`src/rtl/clock_pkg.sv`:
```
// rtl/clock_pkg.sv - shared encodings for the lab clock mode scheduler
package clock_pkg;

   localparam logic [1:0] MODE_TIME  = 2'b00;
   localparam logic [1:0] MODE_ALARM = 2'b01;
   localparam logic [1:0] MODE_SW    = 2'b10;

   typedef enum logic [1:0] {
      IDLE    = 2'b00,
      RINGING = 2'b01,
      SNOOZE  = 2'b10,
      WAIT    = 2'b11
   } alarm_state_t;

   // Bit positions inside the 4-bit routed event bus
   localparam int EV_B0L = 3;
   localparam int EV_B0S = 2;
   localparam int EV_B1L = 1;
   localparam int EV_B1S = 0;

   function automatic logic [1:0] next_mode(input logic [1:0] m);
      case (m)
         MODE_TIME:  return MODE_ALARM;
         MODE_ALARM: return MODE_SW;
         default:    return MODE_TIME;
      endcase
   endfunction

endpackage

```
`src/rtl/tick_timer.sv`:
```
// rtl/tick_timer.sv - saturating tick counter that flags the tick reaching LIMIT-1
module tick_timer #(
   parameter int LIMIT = 60
) (
   input  logic clk,
   input  logic rst,
   input  logic clear,
   input  logic tick,
   output logic done
);

   localparam int CW = (LIMIT > 1) ? $clog2(LIMIT) : 1;
   localparam logic [CW-1:0] LAST = CW'(LIMIT - 1);

   logic [CW-1:0] cnt;

   assign done = tick & (cnt == LAST);

   // Holds at LAST rather than wrapping; the owner clears on state exit
   always_ff @(posedge clk) begin
      if (!rst) begin
         cnt <= '0;
      end else if (clear) begin
         cnt <= '0;
      end else if (tick && (cnt != LAST)) begin
         cnt <= cnt + 1'b1;
      end
   end

endmodule

```
`src/rtl/clock_mode_sched.sv`:
```
// rtl/clock_mode_sched.sv - display mode FSM, button event router and alarm ring/snooze FSM
module clock_mode_sched #(
   parameter int RING_SECS   = 60,
   parameter int SNOOZE_SECS = 300
) (
   input  logic       clk,
   input  logic       rst,
   input  logic       tick_1hz,
   input  logic       bm_short,
   input  logic       b0long,
   input  logic       b0short,
   input  logic       b1long,
   input  logic       b1short,
   input  logic       setting_busy,
   input  logic       alarm_en,
   input  logic       alarm_match,
   output logic [1:0] mode,
   output logic [3:0] ev_time,
   output logic [3:0] ev_alarm,
   output logic [3:0] ev_sw,
   output logic       ring,
   output logic       ring_blink
);

   import clock_pkg::*;

   alarm_state_t state, state_n;
   logic         match_q;
   logic         blink;
   logic         match_rise;
   logic         ring_done, snooze_done;
   logic [1:0]   mode_n;
   logic [3:0]   ev_in;
   logic [3:0]   ev_time_n, ev_alarm_n, ev_sw_n;

   tick_timer #(.LIMIT(RING_SECS)) u_ring_timer (
      .clk   (clk),
      .rst   (rst),
      .clear (state != RINGING),
      .tick  (tick_1hz & (state == RINGING)),
      .done  (ring_done)
   );

   tick_timer #(.LIMIT(SNOOZE_SECS)) u_snooze_timer (
      .clk   (clk),
      .rst   (rst),
      .clear (state != SNOOZE),
      .tick  (tick_1hz & (state == SNOOZE)),
      .done  (snooze_done)
   );

   always_comb begin
      ev_in         = '0;
      ev_in[EV_B0L] = b0long;
      ev_in[EV_B0S] = b0short;
      ev_in[EV_B1L] = b1long;
      ev_in[EV_B1S] = b1short;
      match_rise    = alarm_match & ~match_q;

      state_n = state;
      if (!alarm_en) begin
         state_n = IDLE;
      end else begin
         case (state)
            IDLE:    if (match_rise) state_n = RINGING;
            RINGING: begin
               if (b0short || b1short)     state_n = WAIT;
               else if (b0long || b1long)  state_n = SNOOZE;
               else if (ring_done)         state_n = WAIT;
            end
            SNOOZE:  if (snooze_done) state_n = RINGING;
            WAIT:    if (!alarm_match) state_n = IDLE;
            default: state_n = IDLE;
         endcase
      end

      // A ring starting this cycle swallows a concurrent mode press
      mode_n = mode;
      if (mode == 2'b11) begin
         mode_n = MODE_TIME;
      end else if (bm_short && !setting_busy && (state == IDLE || state == WAIT)
                   && state_n != RINGING) begin
         mode_n = next_mode(mode);
      end

      ev_time_n  = '0;
      ev_alarm_n = '0;
      ev_sw_n    = '0;
      if (state != RINGING) begin
         case (mode)
            MODE_TIME:  ev_time_n  = ev_in;
            MODE_ALARM: ev_alarm_n = ev_in;
            MODE_SW:    ev_sw_n    = ev_in;
            default:    ;
         endcase
      end
   end

   always_ff @(posedge clk) begin
      if (!rst) begin
         state      <= IDLE;
         match_q    <= 1'b1;
         blink      <= 1'b0;
         mode       <= MODE_TIME;
         ev_time    <= '0;
         ev_alarm   <= '0;
         ev_sw      <= '0;
         ring       <= 1'b0;
         ring_blink <= 1'b0;
      end else begin
         state      <= state_n;
         match_q    <= alarm_match;
         blink      <= blink ^ tick_1hz;
         mode       <= mode_n;
         ev_time    <= ev_time_n;
         ev_alarm   <= ev_alarm_n;
         ev_sw      <= ev_sw_n;
         ring       <= (state_n == RINGING);
         ring_blink <= (state_n == RINGING) & (blink ^ tick_1hz);
      end
   end

endmodule
```
`config.mk`:
```
export PLATFORM = sky130hd
export DESIGN_NAME = clock_mode_sched
export DESIGN_NICKNAME = d
export VERILOG_FILES = /design/src/rtl/clock_pkg.sv /design/src/rtl/tick_timer.sv /design/src/rtl/clock_mode_sched.sv
export SDC_FILE = /design/constraint.sdc
export NUM_CORES = 1
export LEC_CHECK = 0
export BUFFER_PORTS_ARGS = -buffer_cell sky130_fd_sc_hd__buf_2
export CAP_MARGIN = 15
export CORE_ASPECT_RATIO = 0.8
export CORE_MARGIN = 2
export CORE_UTILIZATION = 50
export DETAILED_ROUTE_END_ITERATION = 16
export PLACE_DENSITY = 0.83
export SKIP_LAST_GASP = 1
export SLEW_MARGIN = 10
export SYNTH_ARGS = -nofsm -noshare
export SYNTH_HDL_FRONTEND = slang
export SYNTH_HIERARCHICAL = 1
export SYNTH_SLANG_ARGS = --single-unit
```
`constraint.sdc`:
```
create_clock -name clk -period 4.5 [get_ports clk]
set_input_delay 0.225 -clock clk [delete_from_list [all_inputs] [get_ports clk]]
set_output_delay 0.225 -clock clk [all_outputs]
set_load 0.005 [all_outputs]
```
==> out/qor.log, run 1 <==
INFO  sta            report.final.setup_viol=0
INFO  global_route   grt_pass1_wl=4.68mm
INFO  power_and_ir_drop pwr_density_cell=317mW/mm^2
INFO  critical_path  critical_path_peak_fanout=6
INFO  synthesis      async_reset_ff_share=0%
INFO  clocking       cts_hold_buffers=0
INFO  sta            worst_slew_pin_slew=683ps
INFO  clocking       cts_htree_levels=2
INFO  finish         syn_to_final_growth=16.6%
INFO  job            maxCapViolCount=0
INFO  power_and_ir_drop net_switching_component_of_the_power=0.139mW
INFO  synthesis      netlist_area=0.00159mm^2
INFO  sta            fin_setup_tns=0ps
INFO  power_and_ir_drop power_frac_clock=37.0%
INFO  sta            unrepaired_setup_endpoints_after_global_routing=no
INFO  sta            min_period_over_period=51.4%
INFO  finish         layout.nets=219
INFO  clocking       clock_insertion_delay_worst_skew=290ps
INFO  die            core.rowCount=18
INFO  die            die_y=54.5um
INFO  finish         drive_above_1_share=21.7%
INFO  placed_design  port_buffers=26
INFO  run_status     outcome=complete, no violations
INFO  global_route   vias_in_the_first_global_route=1058
INFO  die            coreArea=0.00306mm^2
INFO  finish         final_core_util=60.6%
INFO  power_and_ir_drop internal-power=0.449mW
INFO  power_and_ir_drop peakVddDrop=159uV
INFO  clocking       clock-sinks=35
INFO  global_route   groute.usage.overall=17.7%
INFO  synthesis      postSynth.topFlopCell=dfxtp_1
INFO  synthesis      synth_area_per_cell=9.36um^2
INFO  global_route   grt_max_degree=14
INFO  route          routed_wl=2.98mm
INFO  sta            final_max_tran_viols=0
INFO  sta            final_worst_path_period_need=2310ps
INFO  placed_design  place.detailed.hpwl=2.27mm
INFO  finish         fillers=273
INFO  sta            slew-limit-headroom=53.8%
INFO  die            start_util=52.0%
INFO  finish         layout_common_cells=dfxtp_1 (35), buf_2 (26), and2_1 (14), nand2_1 (12)
INFO  route          detailroute.via_count=1267
INFO  clocking       post-cts-setup-buffer-count=0
INFO  finish         most_common_library_cell_in_the_layout_ignoring_fill_and_taps=dfxtp_1
INFO  power_and_ir_drop leakage=0.717nW
INFO  synthesis      yosys_warnings=6
INFO  power_and_ir_drop sw_frac_of_total=23.7%
INFO  route          route.detailed.wl_per_inst=12.3um
INFO  critical_path  worst_setup_path_start_kind=flop
INFO  clocking       ctsRootBufferMaster=clkbuf_8
INFO  clocking       post_cts.resized_instances=0
INFO  power_and_ir_drop power.share.combinational=8.0%
INFO  synthesis      post_synth_edffs=0
INFO  synthesis      synth_fp_nets=187
INFO  route          detail-route-antenna-nets=0
INFO  placed_design  gp_congestion=0.801
INFO  route          drc=0
INFO  synthesis      synth.distinct_cells=45
INFO  clocking       cts_inserted_buffers=5
INFO  route          avg_vias_per_cell=5.21
INFO  die            pin_count=27
INFO  finish         area_taken_by_flip_flops_and_latches=701um^2
INFO  power_and_ir_drop share_seq_of_total_power=55.0%
INFO  die            dieWidth=67.1um
INFO  critical_path  cp.arrival=2480ps
INFO  synthesis      synth-seq-area-share=44.0%
INFO  sta            hold_violations=0
INFO  sta            final_setup_skew=7.63ps
INFO  hold_path      worst_hold_path_type=in -> reg
INFO  global_route   overflow=0
INFO  route          drt-pass1-iter-count=5
INFO  sta            timing.fmax=433MHz
INFO  critical_path  path_class=reg -> reg
INFO  finish         antenna-diode-count=0
INFO  global_route   antenna_found_initial=0
INFO  critical_path  critPathRequiredTime=4670ps
INFO  clocking       tritoncts=done
INFO  synthesis      post_synth_inst_count=170
INFO  clocking       clock_slew_at_reported_path_ffs=70ps
INFO  die            design.die.area=0.00365mm^2
INFO  clocking       clockBufferDepth=2
INFO  route          drt_iter0_drc=76
INFO  critical_path  critPathCaptureType=flop
INFO  finish         multi_input_comb_area=848um^2
INFO  synthesis      post_synthesis_sequential_element_count=35
metal layers:
layer,GRT usage (%),wire (um),vias up
li1,-,-,672
met1,25.8,1570,557
met2,23.4,1220,35
met3,4.94,168,3
met4,9.18,21,0
met5,0,0,-
final cells by class:
type | count | share of cell area [%]
sequential | 35 | 37.8
clock inverter | 3 | 1.08
timing repair buffer | 26 | 7.01
multi-input combinational | 124 | 45.7
clock buffer | 5 | 3.71
inverter | 10 | 2.02
tap | 40 | 2.70
cell families (layout without fill, tap and decap cells):
logic type	Yosys count	after routing	synth area share, %
fa+ha+maj	6	6	4.72
simple gates	80	80	30.9
mux	4	4	2.52
buf+inv	11	44	2.67
flops	35	35	44.0
compound gates	30	30	13.0
xor+xnor	4	4	2.20
power groups by stage:
| stage | combinational (mW) | sequential, mW | clock, mW |
|---|---|---|---|
| after floorplan | 0.0265 | 0.331 | 0 |
| after global placement | 0.0468 | 0.330 | 0 |
| after detailed placement | 0.0472 | 0.330 | 0 |
| after CTS | 0.0473 | 0.323 | 0.226 |
| after global routing | 0.0528 | 0.324 | 0.236 |
| final | 0.0472 | 0.323 | 0.217 |
state kept, by name, summed over array words and instances (netlist names):
register	count
mode	2
match_q	1
ring_blink	1
ring	1
u_snooze_timer/cnt	9
ev_sw	4
u_ring_timer/cnt	6
blink	1
ev_time	4
ev_alarm	4
state	2
critical path, cell delays in order, from the launching register on:
cell and delay (ps):
dfxtp_1 350, inv_1 90, ha_1 220, and2_1 270, inv_1 60, nor4_1 360, nand2b_1 160, a21oi_1 80
o311ai_2 290, a21oi_1 170, mux2i_1 140
synthesized netlist by cell type, drive strengths merged (2+ instances only):
| cell | number | share of area [%] |
|---|---|---|
| nor2 | 9 | 2.1 |
| nand2 | 12 | 2.8 |
| inv | 10 | 2.4 |
| dfxtp | 35 | 44 |
| o31a | 2 | 1.2 |
| nand3b | 2 | 0.94 |
| and3 | 2 | 0.87 |
| and2 | 17 | 6.9 |
| ha | 6 | 4.7 |
| o311ai | 2 | 1.6 |
| mux2i | 4 | 2.5 |
| nor2b | 3 | 1.2 |
| or3 | 4 | 1.6 |
| nor4bb | 2 | 1.3 |
| o211ai | 2 | 0.94 |
| nand2b | 9 | 3.5 |
| o21ai | 5 | 1.6 |
| a21oi | 10 | 3.1 |
| nor4 | 3 | 1.6 |
| nand4 | 7 | 3.1 |
| xor2 | 3 | 1.7 |
| nand3 | 3 | 0.94 |
| nor4b | 2 | 1.1 |
final timing paths:
check | startpoint | slack, ps | end | cells past startpoint
setup reg to reg | state[0]$_SDFF_PN0_ | 2190 | mode[1]$_SDFFE_PP0P_ | 10
hold / removal | alarm_match | 160 | match_q$_SDFF_PN1_ | 2
setup / recovery | state[0]$_SDFF_PN0_ | 2190 | mode[1]$_SDFFE_PP0P_ | 10
hold reg to reg | u_snooze_timer/cnt[3]$_SDFFE_PP0P_ | 490 | u_snooze_timer/cnt[3]$_SDFFE_PP0P_ | 2
through the flow:
| step | setup WS (ps) | std cells | total power, mW | hold slack, ps | instance area [um^2] |
|---|---|---|---|---|---|
| detailed placement | 2190 | 235 | 0.378 | 448 | 1770 |
| finish | 2190 | 243 | 0.588 | 158 | 1860 |
| floorplan | 2440 | 170 | 0.357 | 298 | 1590 |
| global route | 1890 | 243 | 0.613 | 155 | 1860 |
| CTS | 2180 | 243 | 0.597 | 149 | 1860 |
| global placement | 2280 | 235 | 0.377 | 445 | 1770 |
No activity file was read; power rests on OpenSTA's default activity.
==> run 2, diff against run 1 <==
==> constraint.sdc (replaced) <==
create_clock -name clk -period 2.35 [get_ports clk]
set_input_delay 0.1175 -clock clk [delete_from_list [all_inputs] [get_ports clk]]
set_output_delay 0.1175 -clock clk [all_outputs]
set_load 0.005 [all_outputs]
==> out/qor.log, run 2 (synthesis gave the netlist of run 1 again) <==
INFO  clocking       ctsRootBufferMaster=clkbuf_8
INFO  finish         layout.nets=221
INFO  run_status     outcome=complete, no violations
INFO  placed_design  port_buffers=26
INFO  global_route   groute.usage.overall=17.8%
INFO  sta            fin_setup_tns=0ps
INFO  die            pin_count=27
INFO  placed_design  gp_congestion=0.767
INFO  critical_path  crit_path_max_incr_delay=350ps
INFO  critical_path  critPathCaptureType=flop
INFO  clocking       cts_inserted_buffers=5
INFO  route          detail-route-antenna-nets=0
INFO  power_and_ir_drop pwr_density_cell=604mW/mm^2
INFO  sta            worst_slew_pin_slew=650ps
INFO  sta            final_worst_path_period_need=2240ps
INFO  global_route   antenna_found_initial=0
INFO  clocking       clockBufferDepth=2
INFO  clocking       clock_slew_at_reported_path_ffs=70ps
INFO  finish         antenna-diode-count=0
INFO  global_route   grt_max_degree=14
INFO  finish         number_of_flip_flops_in_the_largest_register=9
INFO  finish         most_common_library_cell_in_the_layout_ignoring_fill_and_taps=dfxtp_1
INFO  sta            timing.fmax=446MHz
INFO  critical_path  critPathSlowestCell=dfxtp_1
INFO  finish         layout_common_cells=dfxtp_1 (35), buf_2 (26), and2_1 (13), nand2_1 (12), inv_1 (10)
INFO  sta            slew-limit-headroom=56.0%
INFO  finish         final_core_util=61.4%
INFO  clocking       tritoncts=done
INFO  placed_design  dpl_ws=96.8ps
INFO  finish         fillers=270
INFO  route          detailroute.via_count=1343
INFO  placed_design  place.detailed.hpwl=2.28mm
INFO  finish         syn_to_final_growth=18.2%
INFO  critical_path  critical_path.most_common_cell=and2_1
INFO  critical_path  timing.critical_path.cells=inv_1 > ha_1 > and2_1 > and3_1 > nor2_1 > o31a_2 > o22ai_1 > and3_2 > and2_1
INFO  sta            final_max_tran_viols=0
INFO  global_route   grt_pass1_wl=4.72mm
INFO  power_and_ir_drop peakVddDrop=381uV
INFO  die            dieWidth=67.1um
INFO  finish         top_regs=u_snooze_timer/cnt x9, u_ring_timer/cnt x6
INFO  route          drt_iter0_drc=100
INFO  power_and_ir_drop leakage=0.728nW
INFO  sta            fin_ws=110ps
INFO  critical_path  critPathRequiredTime=2580ps
INFO  finish         design_area=0.00188mm^2
INFO  critical_path  crit_family=simple AND/OR/NAND/NOR gates
INFO  critical_path  critical_path_peak_fanout=6
INFO  global_route   overflow=0
INFO  sta            hold_violations=0
INFO  route          drt-pass1-iter-count=4
INFO  route          drc=0
INFO  die            core.rowCount=18
INFO  route          avg_vias_per_cell=5.48
INFO  placed_design  placedInstanceArea=0.00177mm^2
INFO  critical_path  critical_path_buf_inv_count=1
INFO  sta            min_period_over_period=95.3%
INFO  hold_path      worst_hold_path_type=in -> reg
INFO  die            die_y=54.5um
INFO  critical_path  path_class=reg -> reg
INFO  finish         largest-register=u_snooze_timer/cnt
INFO  global_route   vias_in_the_first_global_route=1033
INFO  clocking       clock_insertion_delay_worst_skew=280ps
INFO  sta            report.final.setup_viol=0
INFO  critical_path  worst_setup_path_start_kind=flop
INFO  route          route.detailed.wl_per_inst=13.1um
INFO  critical_path  cp.arrival=2470ps
INFO  clocking       cts_htree_levels=2
INFO  finish         drive_above_1_share=23.9%
INFO  sta            final_setup_skew=2.29ps
INFO  job            maxCapViolCount=0
INFO  route          routed_wl=3.22mm
INFO  die            coreArea=0.00306mm^2
INFO  power_and_ir_drop power=1.14mW
INFO  clocking       clock-sinks=35
INFO  die            design.die.area=0.00365mm^2
INFO  clocking       cts_hold_buffers=0
INFO  die            start_util=52.0%
## run 2: cell types whose count changed in the layout (fill, tap and decap cells not counted)
cell | before | now
and2_4 | 0 | 1
ha_2 | 0 | 1
clkbuf_1 | 0 | 1
a21oi_2 | 0 | 1
nor4_2 | 1 | 2
clkinvlp_4 | 2 | 1
a21oi_1 | 10 | 9
and2_1 | 14 | 13
ha_1 | 6 | 5
buf_4 | 0 | 2
nor4_1 | 2 | 1
## run 2: worst paths after layout
path,cells past startpoint,slack (ps),from,end
worst max register to register,9,110,state[1]$_SDFF_PN0_,ring_blink$_SDFF_PN0_
worst min-delay path,2,50,alarm_match,match_q$_SDFF_PN1_
worst max-delay path,9,110,state[1]$_SDFF_PN0_,ring_blink$_SDFF_PN0_
worst min register to register,2,500,u_snooze_timer/cnt[3]$_SDFFE_PP0P_,u_snooze_timer/cnt[3]$_SDFFE_PP0P_
## run 2: report_power, final
part | switching (mW) | total, mW | internal [mW] | leakage [nW]
clock network | 0.213 | 0.420 | 0.207 | 0.0412
logic | 0.0516 | 0.0972 | 0.0455 | 0.403
registers | 0.00970 | 0.620 | 0.610 | 0.284
total | 0.274 | 1.14 | 0.863 | 0.728
## run 2: metal layers
metal	track usage [%]	up-vias	wire length [um]
li1	-	685	-
met1	25.6	615	1640
met2	24.6	38	1350
met3	4.94	5	190
met4	8.16	0	36
met5	0	-	0
## run 2: metrics by stage
step	instances	hold slack, ps
after CTS	244	48.2
after global placement	236	335
final	245	52.6
after detailed placement	236	353
after global routing	245	58.7
after floorplan	170	191
## run 2: cell type report
type,instances,area (um^2),area share [%]
clock buffer,6,72.6,3.86
inverter,10,37.5,1.99
timing repair buffer,28,145,7.71
clock inverter,2,12.5,0.665
tap,40,50.0,2.66
sequential,35,701,37.2
multi-input combinational,124,863,45.9
## run 2: timing repair
item                       4_1_cts  5_1_grt
setup buffers                    0        1
setup endpoints to repair        0        3
resized for setup                0        5
==> run 3, diff against run 2 <==
==> constraint.sdc (replaced) <==
create_clock -name clk -period 2.8 [get_ports clk]
set_input_delay 0.14 -clock clk [delete_from_list [all_inputs] [get_ports clk]]
set_output_delay 0.14 -clock clk [all_outputs]
set_load 0.005 [all_outputs]
==> out/qor.log, run 3 (synthesis gave the netlist of run 1 again) <==
INFO  sta            timing.fmax=425MHz
INFO  route          avg_vias_per_cell=5.46
INFO  critical_path  critical_path_peak_fanout=6
INFO  die            die_y=54.5um
INFO  global_route   grt_max_degree=14
INFO  die            design.die.area=0.00365mm^2
INFO  power_and_ir_drop pwr_density_cell=509mW/mm^2
INFO  finish         drive_above_1_share=21.2%
INFO  sta            worst_slew_pin_slew=614ps
INFO  run_status     outcome=complete, no violations
INFO  clocking       clockBufferDepth=2
INFO  finish         syn_to_final_growth=16.4%
INFO  sta            min_period_over_period=84.0%
INFO  clocking       post_cts.resized_instances=0
INFO  global_route   groute.usage.overall=19.0%
INFO  global_route   vias_in_the_first_global_route=1143
INFO  clocking       cts_htree_levels=2
INFO  sta            fin_worst_hold_slack=68.7ps
INFO  placed_design  port_buffers=26
INFO  critical_path  worst-r2r-setup-slack=450ps
INFO  sta            unrepaired_setup_endpoints_after_global_routing=no
INFO  sta            fin_ws=447ps
INFO  finish         largest-register=u_snooze_timer/cnt
INFO  global_route   grt_pass1_wl=4.98mm
INFO  critical_path  critPathCaptureType=flop
INFO  sta            slew-limit-headroom=58.5%
INFO  route          drt-pass1-iter-count=4
INFO  sta            fin_setup_tns=0ps
INFO  placed_design  dpl_ws=462ps
INFO  die            start_util=52.0%
INFO  finish         area_taken_by_flip_flops_and_latches=701um^2
INFO  clocking       clock_slew_at_reported_path_ffs=70ps
INFO  route          route.detailed.wl_per_inst=13.1um
INFO  clocking       clock-sinks=35
INFO  die            pin_count=27
INFO  finish         most_common_library_cell_in_the_layout_ignoring_fill_and_taps=dfxtp_1
INFO  global_route   overflow=0
INFO  placed_design  place.detailed.hpwl=2.33mm
INFO  power_and_ir_drop leakage=0.718nW
INFO  critical_path  path_class=reg -> reg
INFO  die            coreArea=0.00306mm^2
INFO  route          drc=0
INFO  sta            final_worst_path_period_need=2350ps
INFO  finish         top_regs=u_snooze_timer/cnt x9, u_ring_timer/cnt x6
INFO  job            maxCapViolCount=0
INFO  critical_path  worst_setup_path_start_kind=flop
INFO  finish         antenna-diode-count=0
INFO  clocking       tritoncts=done
INFO  sta            hold_violations=0
INFO  finish         final_core_util=60.5%
INFO  clocking       post-cts-setup-buffer-count=0
INFO  finish         fillers=272
INFO  finish         layout.nets=219
INFO  route          drt_iter0_drc=51
INFO  sta            final_setup_skew=5.11ps
INFO  clocking       ctsRootBufferMaster=clkbuf_8
INFO  finish         layout_common_cells=dfxtp_1 (35), buf_2 (26), and2_1 (14), nand2_1 (12)
INFO  power_and_ir_drop peakVddDrop=387uV
INFO  clocking       clock_insertion_delay_worst_skew=290ps
INFO  clocking       cts_hold_buffers=0
INFO  critical_path  cp.arrival=2520ps
INFO  sta            final_max_tran_viols=0
INFO  placed_design  numPlacedInstances=235
INFO  route          routed_wl=3.19mm
INFO  route          detail-route-antenna-nets=0
INFO  global_route   antenna_found_initial=0
INFO  die            core.rowCount=18
INFO  placed_design  gp_congestion=0.798
INFO  clocking       cts_inserted_buffers=5
INFO  finish         multi_input_comb_area=848um^2
INFO  finish         number_of_flip_flops_in_the_largest_register=9
INFO  critical_path  critPathRequiredTime=2970ps
INFO  hold_path      worst_hold_path_type=in -> reg
INFO  route          detailroute.via_count=1326
INFO  die            dieWidth=67.1um
INFO  sta            report.final.setup_viol=0
INFO  finish         stdcell_count=243
[run 3: cell types whose count changed in the layout (fill, tap and decap cells not counted), sizes merged]
cell / delta
buf: -2
[run 3: report_power, final]
group | switching [mW] | internal (mW) | total, mW
combinational | 0.0399 | 0.0361 | 0.0760
clock | 0.173 | 0.173 | 0.347
sequential | 0.00772 | 0.512 | 0.520
total | 0.221 | 0.722 | 0.943
[run 3: per-layer routing]
| layer | global-route usage, % | vias to the layer above | routed length, um |
|---|---|---|---|
| li1 | - | 673 | - |
| met1 | 25.7 | 593 | 1510 |
| met2 | 27.2 | 54 | 1350 |
| met3 | 4.94 | 6 | 254 |
| met4 | 11.2 | 0 | 71 |
| met5 | 0 | - | 0 |
[run 3: path summary, 6_finish.rpt]
| path | startpoint | end | cells after the start |
|---|---|---|---|
| max | state[0]$_SDFF_PN0_ | mode[0]$_SDFFE_PP0P_ | 10 |
| min | alarm_match | match_q$_SDFF_PN1_ | 2 |
| max reg2reg | state[0]$_SDFF_PN0_ | mode[0]$_SDFFE_PP0P_ | 10 |
| min reg2reg | u_snooze_timer/cnt[1]$_SDFFE_PP0P_ | u_snooze_timer/cnt[1]$_SDFFE_PP0P_ | 2 |
[run 3: stage by stage]
stage | cell area (um^2) | power, mW
floorplan | 1590 | 0.574
global placement | 1770 | 0.606
detailed placement | 1770 | 0.607
CTS | 1850 | 0.954
global route | 1850 | 0.984
finish | 1850 | 0.943
[run 3: worst max-delay path, cell delays in order, from the launching register on]
cell	delay, ps
dfxtp_1	360
inv_1	100
ha_1	230
and2_1	270
inv_1	70
nor4_1	350
nand2b_1	150
a21oi_1	70
o311ai_2	310
a21oi_1	180
mux2i_1	140
[run 3: final cells by class]
type	count	area share (%)
multi-input combinational	124	45.8
sequential	35	37.8
timing repair buffer	26	7.03
clock buffer	6	3.92
tap	40	2.70
inverter	10	2.03
clock inverter	2	0.676
